### src/rtl/rv32_pkg.sv
// ----------------------------------------------------------------------------
// rv32_pkg
// Shared RV32IM decode constants for the ID/EX stage:
//   - base opcode values for every instruction class the stage understands
//   - 5-bit ALU opcodes, laid out as {funct3, funct7[5]/imm[10], funct7[0]}
//   - bit positions of the instruction fields
//   - operand-select encoding and small decode helper functions
// ----------------------------------------------------------------------------
package rv32_pkg;

   // Base opcodes (instr[6:0])
   localparam logic [6:0] OPC_OP     = 7'b0110011;
   localparam logic [6:0] OPC_OP_IMM = 7'b0010011;
   localparam logic [6:0] OPC_LOAD   = 7'b0000011;
   localparam logic [6:0] OPC_STORE  = 7'b0100011;
   localparam logic [6:0] OPC_BRANCH = 7'b1100011;
   localparam logic [6:0] OPC_LUI    = 7'b0110111;
   localparam logic [6:0] OPC_AUIPC  = 7'b0010111;
   localparam logic [6:0] OPC_JAL    = 7'b1101111;
   localparam logic [6:0] OPC_JALR   = 7'b1100111;

   // ALU opcodes
   localparam logic [4:0] ALU_ADD    = 5'b00000;
   localparam logic [4:0] ALU_SUB    = 5'b00010;
   localparam logic [4:0] ALU_SLL    = 5'b00100;
   localparam logic [4:0] ALU_SLT    = 5'b01000;
   localparam logic [4:0] ALU_SLTU   = 5'b01100;
   localparam logic [4:0] ALU_XOR    = 5'b10000;
   localparam logic [4:0] ALU_SRL    = 5'b10100;
   localparam logic [4:0] ALU_SRA    = 5'b10110;
   localparam logic [4:0] ALU_OR     = 5'b11000;
   localparam logic [4:0] ALU_AND    = 5'b11100;
   localparam logic [4:0] ALU_MUL    = 5'b00001;
   localparam logic [4:0] ALU_MULH   = 5'b00101;
   localparam logic [4:0] ALU_MULHSU = 5'b01001;
   localparam logic [4:0] ALU_MULHU  = 5'b01101;
   localparam logic [4:0] ALU_DIV    = 5'b10001;
   localparam logic [4:0] ALU_DIVU   = 5'b10101;
   localparam logic [4:0] ALU_REM    = 5'b11001;
   localparam logic [4:0] ALU_REMU   = 5'b11101;

   // Instruction field positions (LSB of each field)
   localparam int unsigned OPC_LSB   = 0;
   localparam int unsigned RD_LSB    = 7;
   localparam int unsigned F3_LSB    = 12;
   localparam int unsigned RS1_LSB   = 15;
   localparam int unsigned RS2_LSB   = 20;
   localparam int unsigned F7_0_BIT  = 25;
   localparam int unsigned F7_5_BIT  = 30;

   localparam logic [2:0] F3_SLL = 3'b001;
   localparam logic [2:0] F3_SRX = 3'b101;

   // Operand-select classes, decoded once at capture time
   typedef enum logic [2:0] {
      SEL_NONE     = 3'd0,  // unknown opcode: both operands 0
      SEL_RS_RS    = 3'd1,  // OP, BRANCH
      SEL_RS_IMM   = 3'd2,  // OP-IMM, LOAD, STORE
      SEL_RS_SHAMT = 3'd3,  // OP-IMM shifts: only imm[4:0] is the amount
      SEL_ZERO_IMM = 3'd4,  // LUI
      SEL_PC_IMM   = 3'd5,  // AUIPC
      SEL_PC_LINK  = 3'd6   // JAL, JALR
   } opsel_e;

   function automatic logic uses_rs1(input logic [6:0] opc);
      case (opc)
         OPC_OP, OPC_OP_IMM, OPC_LOAD,
         OPC_STORE, OPC_BRANCH, OPC_JALR: return 1'b1;
         default:                         return 1'b0;
      endcase
   endfunction

   function automatic logic uses_rs2(input logic [6:0] opc);
      case (opc)
         OPC_OP, OPC_STORE, OPC_BRANCH: return 1'b1;
         default:                       return 1'b0;
      endcase
   endfunction

   function automatic logic writes_rd(input logic [6:0] opc);
      case (opc)
         OPC_OP, OPC_OP_IMM, OPC_LOAD, OPC_LUI,
         OPC_AUIPC, OPC_JAL, OPC_JALR: return 1'b1;
         default:                      return 1'b0;
      endcase
   endfunction

   function automatic opsel_e decode_opsel(input logic [6:0] opc, input logic [2:0] f3);
      case (opc)
         OPC_OP, OPC_BRANCH:  return SEL_RS_RS;
         OPC_OP_IMM:          return ((f3 == F3_SLL) || (f3 == F3_SRX)) ? SEL_RS_SHAMT : SEL_RS_IMM;
         OPC_LOAD, OPC_STORE: return SEL_RS_IMM;
         OPC_LUI:             return SEL_ZERO_IMM;
         OPC_AUIPC:           return SEL_PC_IMM;
         OPC_JAL, OPC_JALR:   return SEL_PC_LINK;
         default:             return SEL_NONE;
      endcase
   endfunction

   // {funct3, b1, b0}; imm[10] of an I-type equals instr[30], but the
   // decoder's immediate is the authoritative source for OP-IMM.
   function automatic logic [4:0] decode_alu_op(input logic [31:0] instr, input logic imm_b10);
      logic [2:0] f3;
      f3 = instr[F3_LSB +: 3];
      case (instr[OPC_LSB +: 7])
         OPC_OP:     return {f3, instr[F7_5_BIT], instr[F7_0_BIT]};
         OPC_OP_IMM: return {f3, (f3 == F3_SRX) ? imm_b10 : 1'b0, 1'b0};
         OPC_BRANCH: return ALU_SUB;
         default:    return ALU_ADD;
      endcase
   endfunction

endpackage

### src/rtl/ex_forward_mux.sv
// ----------------------------------------------------------------------------
// ex_forward_mux
// Picks the freshest value of one source register for the EX stage.
//   rs_i / rf_data_i       : register index and value captured from the file
//   exmem_* / memwb_*      : in-flight results from MEM and WB
//   data_o                 : forwarded operand
// EX/MEM wins over MEM/WB since it is the younger producer.
// ----------------------------------------------------------------------------
module ex_forward_mux #(
   parameter int unsigned XLEN = 32
) (
   input  logic [4:0]      rs_i,
   input  logic [XLEN-1:0] rf_data_i,
   input  logic [4:0]      exmem_rd_i,
   input  logic            exmem_regwrite_i,
   input  logic [XLEN-1:0] exmem_result_i,
   input  logic [4:0]      memwb_rd_i,
   input  logic            memwb_regwrite_i,
   input  logic [XLEN-1:0] memwb_data_i,
   output logic [XLEN-1:0] data_o
);

   logic exmem_hit_s;
   logic memwb_hit_s;

   assign exmem_hit_s = exmem_regwrite_i && (exmem_rd_i != 5'd0) && (exmem_rd_i == rs_i);
   assign memwb_hit_s = memwb_regwrite_i && (memwb_rd_i != 5'd0) && (memwb_rd_i == rs_i);

   // Priority select of the forwarding source
   always_comb begin
      data_o = rf_data_i;
      if (exmem_hit_s) begin
         data_o = exmem_result_i;
      end else if (memwb_hit_s) begin
         data_o = memwb_data_i;
      end else begin
         data_o = rf_data_i;
      end
   end

endmodule

### src/rtl/id_ex_stage.sv
// ----------------------------------------------------------------------------
// id_ex_stage
// ID/EX pipeline register of the RV32IM core with forwarding, operand select,
// ALU opcode generation and load-use bubble insertion.
//   clk_i, rst_i (sync, active-high), stall_i (freeze), flush_i (kill)
//   id_*      : decoded instruction and register-file reads from ID
//   exmem_*   : MEM-stage producer,  memwb_* : WB-stage producer
//   alu1_o, alu2_o, alu_op_o : ALU operands and opcode
//   ex_*      : registered EX-stage control/state
//   load_use_stall_o : hold PC and IF/ID for one cycle
// ----------------------------------------------------------------------------
module id_ex_stage
   import rv32_pkg::*;
#(
   parameter int unsigned XLEN        = 32,
   parameter int unsigned LINK_OFFSET = 4
) (
   input  logic            clk_i,
   input  logic            rst_i,
   input  logic            stall_i,
   input  logic            flush_i,
   input  logic            id_valid_i,
   input  logic [XLEN-1:0] id_pc_i,
   input  logic [31:0]     id_instr_i,
   input  logic [XLEN-1:0] id_rs1_data_i,
   input  logic [XLEN-1:0] id_rs2_data_i,
   input  logic [XLEN-1:0] id_imm_i,
   input  logic [4:0]      exmem_rd_i,
   input  logic            exmem_regwrite_i,
   input  logic [XLEN-1:0] exmem_result_i,
   input  logic [4:0]      memwb_rd_i,
   input  logic            memwb_regwrite_i,
   input  logic [XLEN-1:0] memwb_data_i,
   output logic [XLEN-1:0] alu1_o,
   output logic [XLEN-1:0] alu2_o,
   output logic [4:0]      alu_op_o,
   output logic            ex_valid_o,
   output logic [XLEN-1:0] ex_pc_o,
   output logic [4:0]      ex_rd_o,
   output logic            ex_regwrite_o,
   output logic            ex_mem_read_o,
   output logic            ex_mem_write_o,
   output logic [XLEN-1:0] ex_store_data_o,
   output logic            load_use_stall_o
);

   // ID-side field extraction
   logic [6:0] id_opc_s;
   logic [4:0] id_rd_s;
   logic [4:0] id_rs1_s;
   logic [4:0] id_rs2_s;
   logic       load_use_s;

   assign id_opc_s = id_instr_i[OPC_LSB +: 7];
   assign id_rd_s  = id_instr_i[RD_LSB  +: 5];
   assign id_rs1_s = id_instr_i[RS1_LSB +: 5];
   assign id_rs2_s = id_instr_i[RS2_LSB +: 5];

   // Stored EX-stage state
   logic            valid_r;
   logic [XLEN-1:0] pc_r;
   logic [4:0]      rd_r;
   logic [4:0]      rs1_r;
   logic [4:0]      rs2_r;
   logic [XLEN-1:0] rs1_data_r;
   logic [XLEN-1:0] rs2_data_r;
   logic [XLEN-1:0] imm_r;
   opsel_e          opsel_r;
   logic [4:0]      alu_op_r;
   logic            regwrite_r;
   logic            mem_read_r;
   logic            mem_write_r;

   // Load-use hazard: a LOAD in EX feeding a source used by the ID instruction
   always_comb begin
      load_use_s = 1'b0;
      if (valid_r && mem_read_r && (rd_r != 5'd0) && id_valid_i) begin
         load_use_s = (uses_rs1(id_opc_s) && (rd_r == id_rs1_s)) ||
                      (uses_rs2(id_opc_s) && (rd_r == id_rs2_s));
      end else begin
         load_use_s = 1'b0;
      end
   end

   // Pipeline register: reset > stall > flush/bubble > capture
   always_ff @(posedge clk_i) begin
      if (rst_i) begin
         valid_r     <= 1'b0;
         pc_r        <= {XLEN{1'b0}};
         rd_r        <= 5'd0;
         rs1_r       <= 5'd0;
         rs2_r       <= 5'd0;
         rs1_data_r  <= {XLEN{1'b0}};
         rs2_data_r  <= {XLEN{1'b0}};
         imm_r       <= {XLEN{1'b0}};
         opsel_r     <= SEL_NONE;
         alu_op_r    <= 5'd0;
         regwrite_r  <= 1'b0;
         mem_read_r  <= 1'b0;
         mem_write_r <= 1'b0;
      end else if (stall_i) begin
         // Freeze: flush_i is held by the branch unit until the stall drops.
         valid_r     <= valid_r;
      end else if (flush_i || load_use_s) begin
         // Bubble: only the state that has side effects is killed.
         valid_r     <= 1'b0;
         regwrite_r  <= 1'b0;
         mem_read_r  <= 1'b0;
         mem_write_r <= 1'b0;
      end else begin
         valid_r     <= id_valid_i;
         pc_r        <= id_pc_i;
         rd_r        <= id_rd_s;
         rs1_r       <= id_rs1_s;
         rs2_r       <= id_rs2_s;
         rs1_data_r  <= id_rs1_data_i;
         rs2_data_r  <= id_rs2_data_i;
         imm_r       <= id_imm_i;
         opsel_r     <= decode_opsel(id_opc_s, id_instr_i[F3_LSB +: 3]);
         alu_op_r    <= decode_alu_op(id_instr_i, id_imm_i[10]);
         // Writes to x0 are dropped here so forwarding never matches them.
         regwrite_r  <= id_valid_i && writes_rd(id_opc_s) && (id_rd_s != 5'd0);
         mem_read_r  <= id_valid_i && (id_opc_s == OPC_LOAD);
         mem_write_r <= id_valid_i && (id_opc_s == OPC_STORE);
      end
   end

   // Forwarding for both sources
   logic [XLEN-1:0] fwd1_s;
   logic [XLEN-1:0] fwd2_s;

   ex_forward_mux #(.XLEN(XLEN)) u_fwd_rs1 (
      .rs_i             (rs1_r),
      .rf_data_i        (rs1_data_r),
      .exmem_rd_i       (exmem_rd_i),
      .exmem_regwrite_i (exmem_regwrite_i),
      .exmem_result_i   (exmem_result_i),
      .memwb_rd_i       (memwb_rd_i),
      .memwb_regwrite_i (memwb_regwrite_i),
      .memwb_data_i     (memwb_data_i),
      .data_o           (fwd1_s)
   );

   ex_forward_mux #(.XLEN(XLEN)) u_fwd_rs2 (
      .rs_i             (rs2_r),
      .rf_data_i        (rs2_data_r),
      .exmem_rd_i       (exmem_rd_i),
      .exmem_regwrite_i (exmem_regwrite_i),
      .exmem_result_i   (exmem_result_i),
      .memwb_rd_i       (memwb_rd_i),
      .memwb_regwrite_i (memwb_regwrite_i),
      .memwb_data_i     (memwb_data_i),
      .data_o           (fwd2_s)
   );

   // ALU operand select by instruction class
   always_comb begin
      alu1_o = {XLEN{1'b0}};
      alu2_o = {XLEN{1'b0}};
      case (opsel_r)
         SEL_RS_RS: begin
            alu1_o = fwd1_s;
            alu2_o = fwd2_s;
         end
         SEL_RS_IMM: begin
            alu1_o = fwd1_s;
            alu2_o = imm_r;
         end
         SEL_RS_SHAMT: begin
            // imm[10] carries the SRA/SRL selector; the ALU sees only shamt.
            alu1_o = fwd1_s;
            alu2_o = {{(XLEN-5){1'b0}}, imm_r[4:0]};
         end
         SEL_ZERO_IMM: begin
            alu1_o = {XLEN{1'b0}};
            alu2_o = imm_r;
         end
         SEL_PC_IMM: begin
            alu1_o = pc_r;
            alu2_o = imm_r;
         end
         SEL_PC_LINK: begin
            alu1_o = pc_r;
            alu2_o = XLEN'(LINK_OFFSET);
         end
         default: begin
            alu1_o = {XLEN{1'b0}};
            alu2_o = {XLEN{1'b0}};
         end
      endcase
   end

   assign alu_op_o         = alu_op_r;
   assign ex_valid_o       = valid_r;
   assign ex_pc_o          = pc_r;
   assign ex_rd_o          = rd_r;
   assign ex_regwrite_o    = regwrite_r;
   assign ex_mem_read_o    = mem_read_r;
   assign ex_mem_write_o   = mem_write_r;
   assign ex_store_data_o  = fwd2_s;
   assign load_use_stall_o = load_use_s;

endmodule

### config.mk
export PLATFORM = sky130hd
export DESIGN_NAME = id_ex_stage
export DESIGN_NICKNAME = d
export VERILOG_FILES = /design/src/rtl/rv32_pkg.sv /design/src/rtl/ex_forward_mux.sv /design/src/rtl/id_ex_stage.sv
export SDC_FILE = /design/constraint.sdc
export NUM_CORES = 1
export LEC_CHECK = 0
export CORE_MARGIN = 5
export CORE_UTILIZATION = 35
export DETAILED_ROUTE_END_ITERATION = 12
export PLACE_DENSITY = 0.75
export SLEW_MARGIN = 10
export SYNTH_ARGS = -nofsm -noshare
export SYNTH_HDL_FRONTEND = slang
export SYNTH_SLANG_ARGS = --single-unit
### constraint.sdc
create_clock -name clk_i -period 6.4 [get_ports clk_i]
set_input_delay 1.28 -clock clk_i [delete_from_list [all_inputs] [get_ports clk_i]]
set_output_delay 1.28 -clock clk_i [all_outputs]
set_load 0.1 [all_outputs]
Word-level counts from Yosys, hierarchy flattened
Index checks and enable logic that the tools add are counted.

Muxes and demuxes: 23. Shifts and indexed selects: 0. $mul: 0. Equal/unequal tests: 23. Order comparisons: 0. Divide/modulo/power cells: 0. Add/sub/neg operators: 0. Bitwise logic cells: 2. Reduce and logical (&&, ||, !) cells: 32.

Operators with widths (count): two-way mux 32 bit (4); case mux 32 bit (4 select lines) (1); case mux 32 bit (2 select lines) (1); equality test 5 bit (6); equality test 7 x 6 -> 1 bit, second input constant (3); equality test 7 bit, second input constant (3); nonzero test 5 bit (4); case mux 3 bit (6 select lines) (1); logical AND 1 bit (15); two-way mux 1 bit (15); case mux 5 bit (3 select lines) (1); equality test 7 x 5 -> 1 bit, second input constant (2); equality test 3 bit, second input constant (4); OR reduction 3 bit (3); OR reduction 2 bit (4); equality test 7 x 2 -> 1 bit, second input constant (1); OR reduction 7 bit (1); equality test 3 x 1 -> 1 bit, second input constant (2); equality test 3 x 2 -> 1 bit, second input constant (2); OR reduction 6 bit (1); logical OR 1 bit (3); NOT 1 bit (2); AND reduction 2 bit (1).

Output and inout bits: 143. Input port bits: 241. Logic and storage cells: 93. Register bits after elaboration: 155. Bits in writable memories: 0. Bits in read-only memories: 0. Bits in latches: 0. Memories: 0.

Longest topological paths before layout
Depth after elaboration: 14. Mapped depth: 10. Gate-level depth less buffers: 7.

Hierarchy
Synthesis repeated with hierarchy kept, for this count alone.

Cells, all modules: 1784. Area total of the unflattened synthesis: 13067.5 um^2.

Modules (own cells, without submodules): id_ex_stage (sequential area each 3103.0 um^2, cells each 1414, area an instance 10732.8 um^2, times used 1); ex_forward_mux (sequential area each 0.0 um^2, cells each 185, area an instance 1167.4 um^2, times used 2).

Worst setup path after synthesis
Ideal clock, no wire load.

Path kind: input-to-output. From: input exmem_rd_i[0]. To: output alu2_o[2]. Path buffers: 3. Stages on the path: 8. Setup slack: -0.433 ns. Arrival time: 5.553 ns. Required time: 5.120 ns. Path through: or4_1 > o21ai_0 > or4_1 > buf_2 > buf_4 > buf_4 > nor2_1 > o41ai_1.

Cells in the longest elaborated chain, start to end: 5. Elaborated cells on any way between the ends: 6. Classes of those cells: eq/ne (1); mux (2); reduce/logical (3).

RTL lines: from (decl) (line id_ex_stage.sv:28) `input logic [4:0] exmem_rd_i,`; nonzero test 5 bit (line ex_forward_mux.sv:26) `assign exmem_hit_s = exmem_regwrite_i && (exmem_rd_i != 5'd0) && (exmem_rd_i == rs_i);`; logical AND 1 bit (line ex_forward_mux.sv:26); logical AND 1 bit * (line ex_forward_mux.sv:26); two-way mux 32 bit * (line ex_forward_mux.sv:32) `if (exmem_hit_s) begin`; case mux 32 bit (4 select lines) * (line id_ex_stage.sv:160) `case (opsel_r)`; to (decl) (line id_ex_stage.sv:35) `output logic [XLEN-1:0] alu2_o,`.

Every way passes the cells marked *; elsewhere a longest branch is shown, timed or not.

Worst setup path after layout
From: input exmem_rd_i[4]. To: output alu2_o[22].

Same word-level chain as after synthesis.

==> flow_summary.json <==
{
  "status": "complete, no violations",
  "sw_frac_of_total": 0.322,
  "drc_violations_left": 0,
  "chipHeight_um": 165,
  "final_period_minus_worst_setup_slack_ns": 5.82,
  "tritoncts_clock_tree": "yes",
  "post_synthesis_cell_area_mm2": 0.00844,
  "globalRouteTotalUtil": 0.271,
  "largest_net_degree_at_the_start_of_global_routing": 107,
  "drt_iter0_markers": 887,
  "synthArstFlopShare": 0,
  "power.share.sequential": 0.389,
  "irDropWorstVdd_mv": 0.136,
  "synth_nets": 1385,
  "timing.final.max_slew_violations": 0,
  "global_route_wire_length_before_repair_um": 57000,
  "max_cap_violations": 0,
  "comb_pwr_share": 0.234,
  "grt_setup_unrepaired": "false",
  "finClkSkew_ns": 0.0147,
  "sequential_cell_area_mm2": 0.00310,
  "syn2layout_area_growth_pct": 58.0,
  "worst_ep_required_time_ns": 5.12,
  "cts_root_buf": "clkbuf_16",
  "grt_pass1_vias": 9863,
  "synth_largest_type_area_fraction": 0.367,
  "clock-sinks": 155,
  "initial_standard_cell_utilization_of_the_core": 0.358,
  "die_w_um": 165,
  "yosys.area.top_type": "dfxtp_1",
  "ioPinCount": 384,
  "postCtsSetupBuffers": 0,
  "final_nets": 1678,
  "initial_antenna_violation_count": 7,
  "p_sw_mw": 0.853,
  "globalRouteOverflowTotal": 0,
  "count_of_flip_flops_with_a_built_in_enable_after_synthesis": 0,
  "routed_via_density": 5.73,
  "finalCritPeriodShare": 0.909,
  "timing.final.setup_violations": 0,
  "finalPower_mw": 2.65,
  "drt_wl_total_um": 39100,
  "detailroute.via_count": 10200,
  "worst-setup-path-type": "primary input to primary output",
  "core_region_area_mm2": 0.0236,
  "clock_latency_ns": 0.42,
  "yosysSeqAreaShare": 0.367,
  "htreeDepth": 4,
  "numCtsBuffers": 17,
  "achievable-frequency_ghz": 0.172,
  "io_buffer_count": 378,
  "post_synth_num_cell_types": 43,
  "syn-mean-instance-area_um2": 7.38,
  "timing.final.hold_violations": 0,
  "type_of_destination_of_the_critical_path": "primary output",
  "path_max_fanout": 43,
  "timing.slew.headroom": 0.218,
  "setup_tns_ns": 0,
  "drt_first_pass_iters": 5,
  "clk_pin_slew_ns": 0.07,
  "slew_at_the_pin_closest_to_its_max_slew_limit_ns": 1.17,
  "dpl.hpwl_um": 27800,
  "syn-instance-count": 1144,
  "die_area_mm2": 0.0273,
  "ys_top_cells_by_area": "dfxtp_1 (37%), o21ai_0 (11%), a21oi_1 (11%)",
  "internal_power_mw": 1.80,
  "cts-root-to-sink-buffers": 2,
  "cts_resized": 0,
  "worst_hold_path_type": "flop to flop",
  "cts_hold_buffers_added": 0,
  "hold_ws_ns": 0.476,
  "clkPwrFrac": 0.376,
  "pwr_cell_area_mw_per_mm2": 199,
  "worst-endpoint-arrival_ns": 4.54,
  "startpoint_type": "primary input",
  "synth_seq_cells": 155,
  "antenna_violating_nets_post_route": 0,
  "fp-row-count": 56,
  "drive_above_1_share": 0.114,
  "fillers": 2201,
  "place_congestion": 0.885,
  "multi_input_area_mm2": 0.00482,
  "ys_dominant_reg_cell": "dfxtp_1",
  "wl_per_cell_um": 22.0,
  "static-leakage-power_nw": 4.86,
  "synth_warnings": 0
}
## cells in the mapped netlist, types with 24 or more instances
cell / n
a21oi_1: 187
buf_2: 24
nand2_1: 66
clkbuf_1: 72
o21ai_0: 189
nand3_1: 151
a22o_1: 27
mux2i_1: 32
a31oi_1: 27
nor2_1: 44
dfxtp_1: 155
a21o_1: 32
## cell type report
cell class | instances | area share
inverters | 6 | 0.00188
well taps | 319 | 0.0299
repair buffers | 397 | 0.331
multi-input cells | 860 | 0.361
clock buffers | 20 | 0.0350
flip-flops and latches | 155 | 0.233
diodes | 5 | 0.000938
clock inverters | 12 | 0.00797
## metrics by stage
step / std cells / instance area (um^2) / worst slack [ns] / util
2_1_floorplan: 1144 / 8450 / 0.0951 / -
3_3_place_gp: 1737 / 12800 / 0.655 / 0.540
3_5_place_dp: 1737 / 12800 / 0.635 / 0.540
4_1_cts: 1769 / 13300 / 0.630 / 0.565
5_1_grt: 1774 / 13300 / 0.485 / 0.565
6_report: 1774 / 13300 / 0.581 / 0.565
## layout by cell type (no fill, tap or decap), types with 2 or more instances in the layout
master           count
clkdlybuf4s50_1    280
o21ai_0            189
a21oi_1            187
dfxtp_1            155
nand3_1            151
nand2_1             66
buf_4               58
buf_12              58
nor2_1              41
mux2i_1             32
a21o_1              32
a31oi_1             27
a22o_1              27
o21ai_1             20
xor2_1              19
clkbuf_16           17
xnor2_1             11
nor2b_1              9
diode_2              5
or4_1                5
nand2b_1             5
inv_1                5
clkinv_4             5
nor4_1               4
or3_1                3
nand4_1              3
o22ai_1              3
clkbuf_8             3
clkinvlp_4           3
or4_2                2
and3_1               2
nor2_2               2
nor3_1               2
inv_6                2
inv_8                2
## worst max-delay path, cell delays in order
cell,delay [ns]
clkdlybuf4s50_1,0.58
or4_1,0.13
o21ai_0,0.08
or4_2,1.15
buf_4,0.36
buf_4,0.16
a31oi_1,0.33
a22o_1,0.25
buf_12,0.18
## flip-flops by register name (all words and copies together) (netlist names)
name / cells
ex_regwrite_o: 1
rs1_data_r: 32
ex_mem_read_o: 1
alu_op_o: 5
ex_valid_o: 1
rs2_r: 5
ex_pc_o: 32
rs1_r: 5
rs2_data_r: 32
ex_rd_o: 5
imm_r: 32
opsel_r: 3
ex_mem_write_o: 1
## layer usage
| layer | track usage | vias up | part of all wire |
|---|---|---|---|
| met2 | 0.473 | 534 | 0.49 |
| met3 | 0.0707 | 87 | 0.091 |
| met1 | 0.307 | 4803 | 0.37 |
| li1 | - | 4732 | - |
| met5 | 0 | - | 0.00072 |
| met4 | 0.130 | 4 | 0.041 |
## kinds of logic after synthesis
| family | count (synthesis) | synth area share |
|---|---|---|
| xor gates and xnor gates | 30 | 0.0311 |
| buffers and inverters | 129 | 0.0671 |
| and+or+nand+nor | 303 | 0.174 |
| AOI/OAI and AO/OA | 495 | 0.323 |
| DFF | 155 | 0.367 |
| muxes | 32 | 0.0379 |
## path summary, 6_finish.rpt
path                                   end  cells past startpoint  slack [ns]           from
worst min-delay path              imm_r[7]                      2        0.48       imm_r[7]
worst min register to register    imm_r[7]                      2        0.48       imm_r[7]
worst max-delay path            alu2_o[22]                      9        0.58  exmem_rd_i[4]
worst max register to register   imm_r[24]                      8        3.08     ex_rd_o[4]
## power groups by stage
stage | sequential [mW] | clock [mW] | combinational [mW]
after global placement | 1.05 | 0 | 0.614
final | 1.03 | 0.997 | 0.621
after global routing | 1.04 | 1.06 | 0.650
after CTS | 1.03 | 1.02 | 0.621
after floorplan | 1.13 | 0 | 0.251
after detailed placement | 1.05 | 0 | 0.619
No activity file was read; power rests on OpenSTA's default activity.
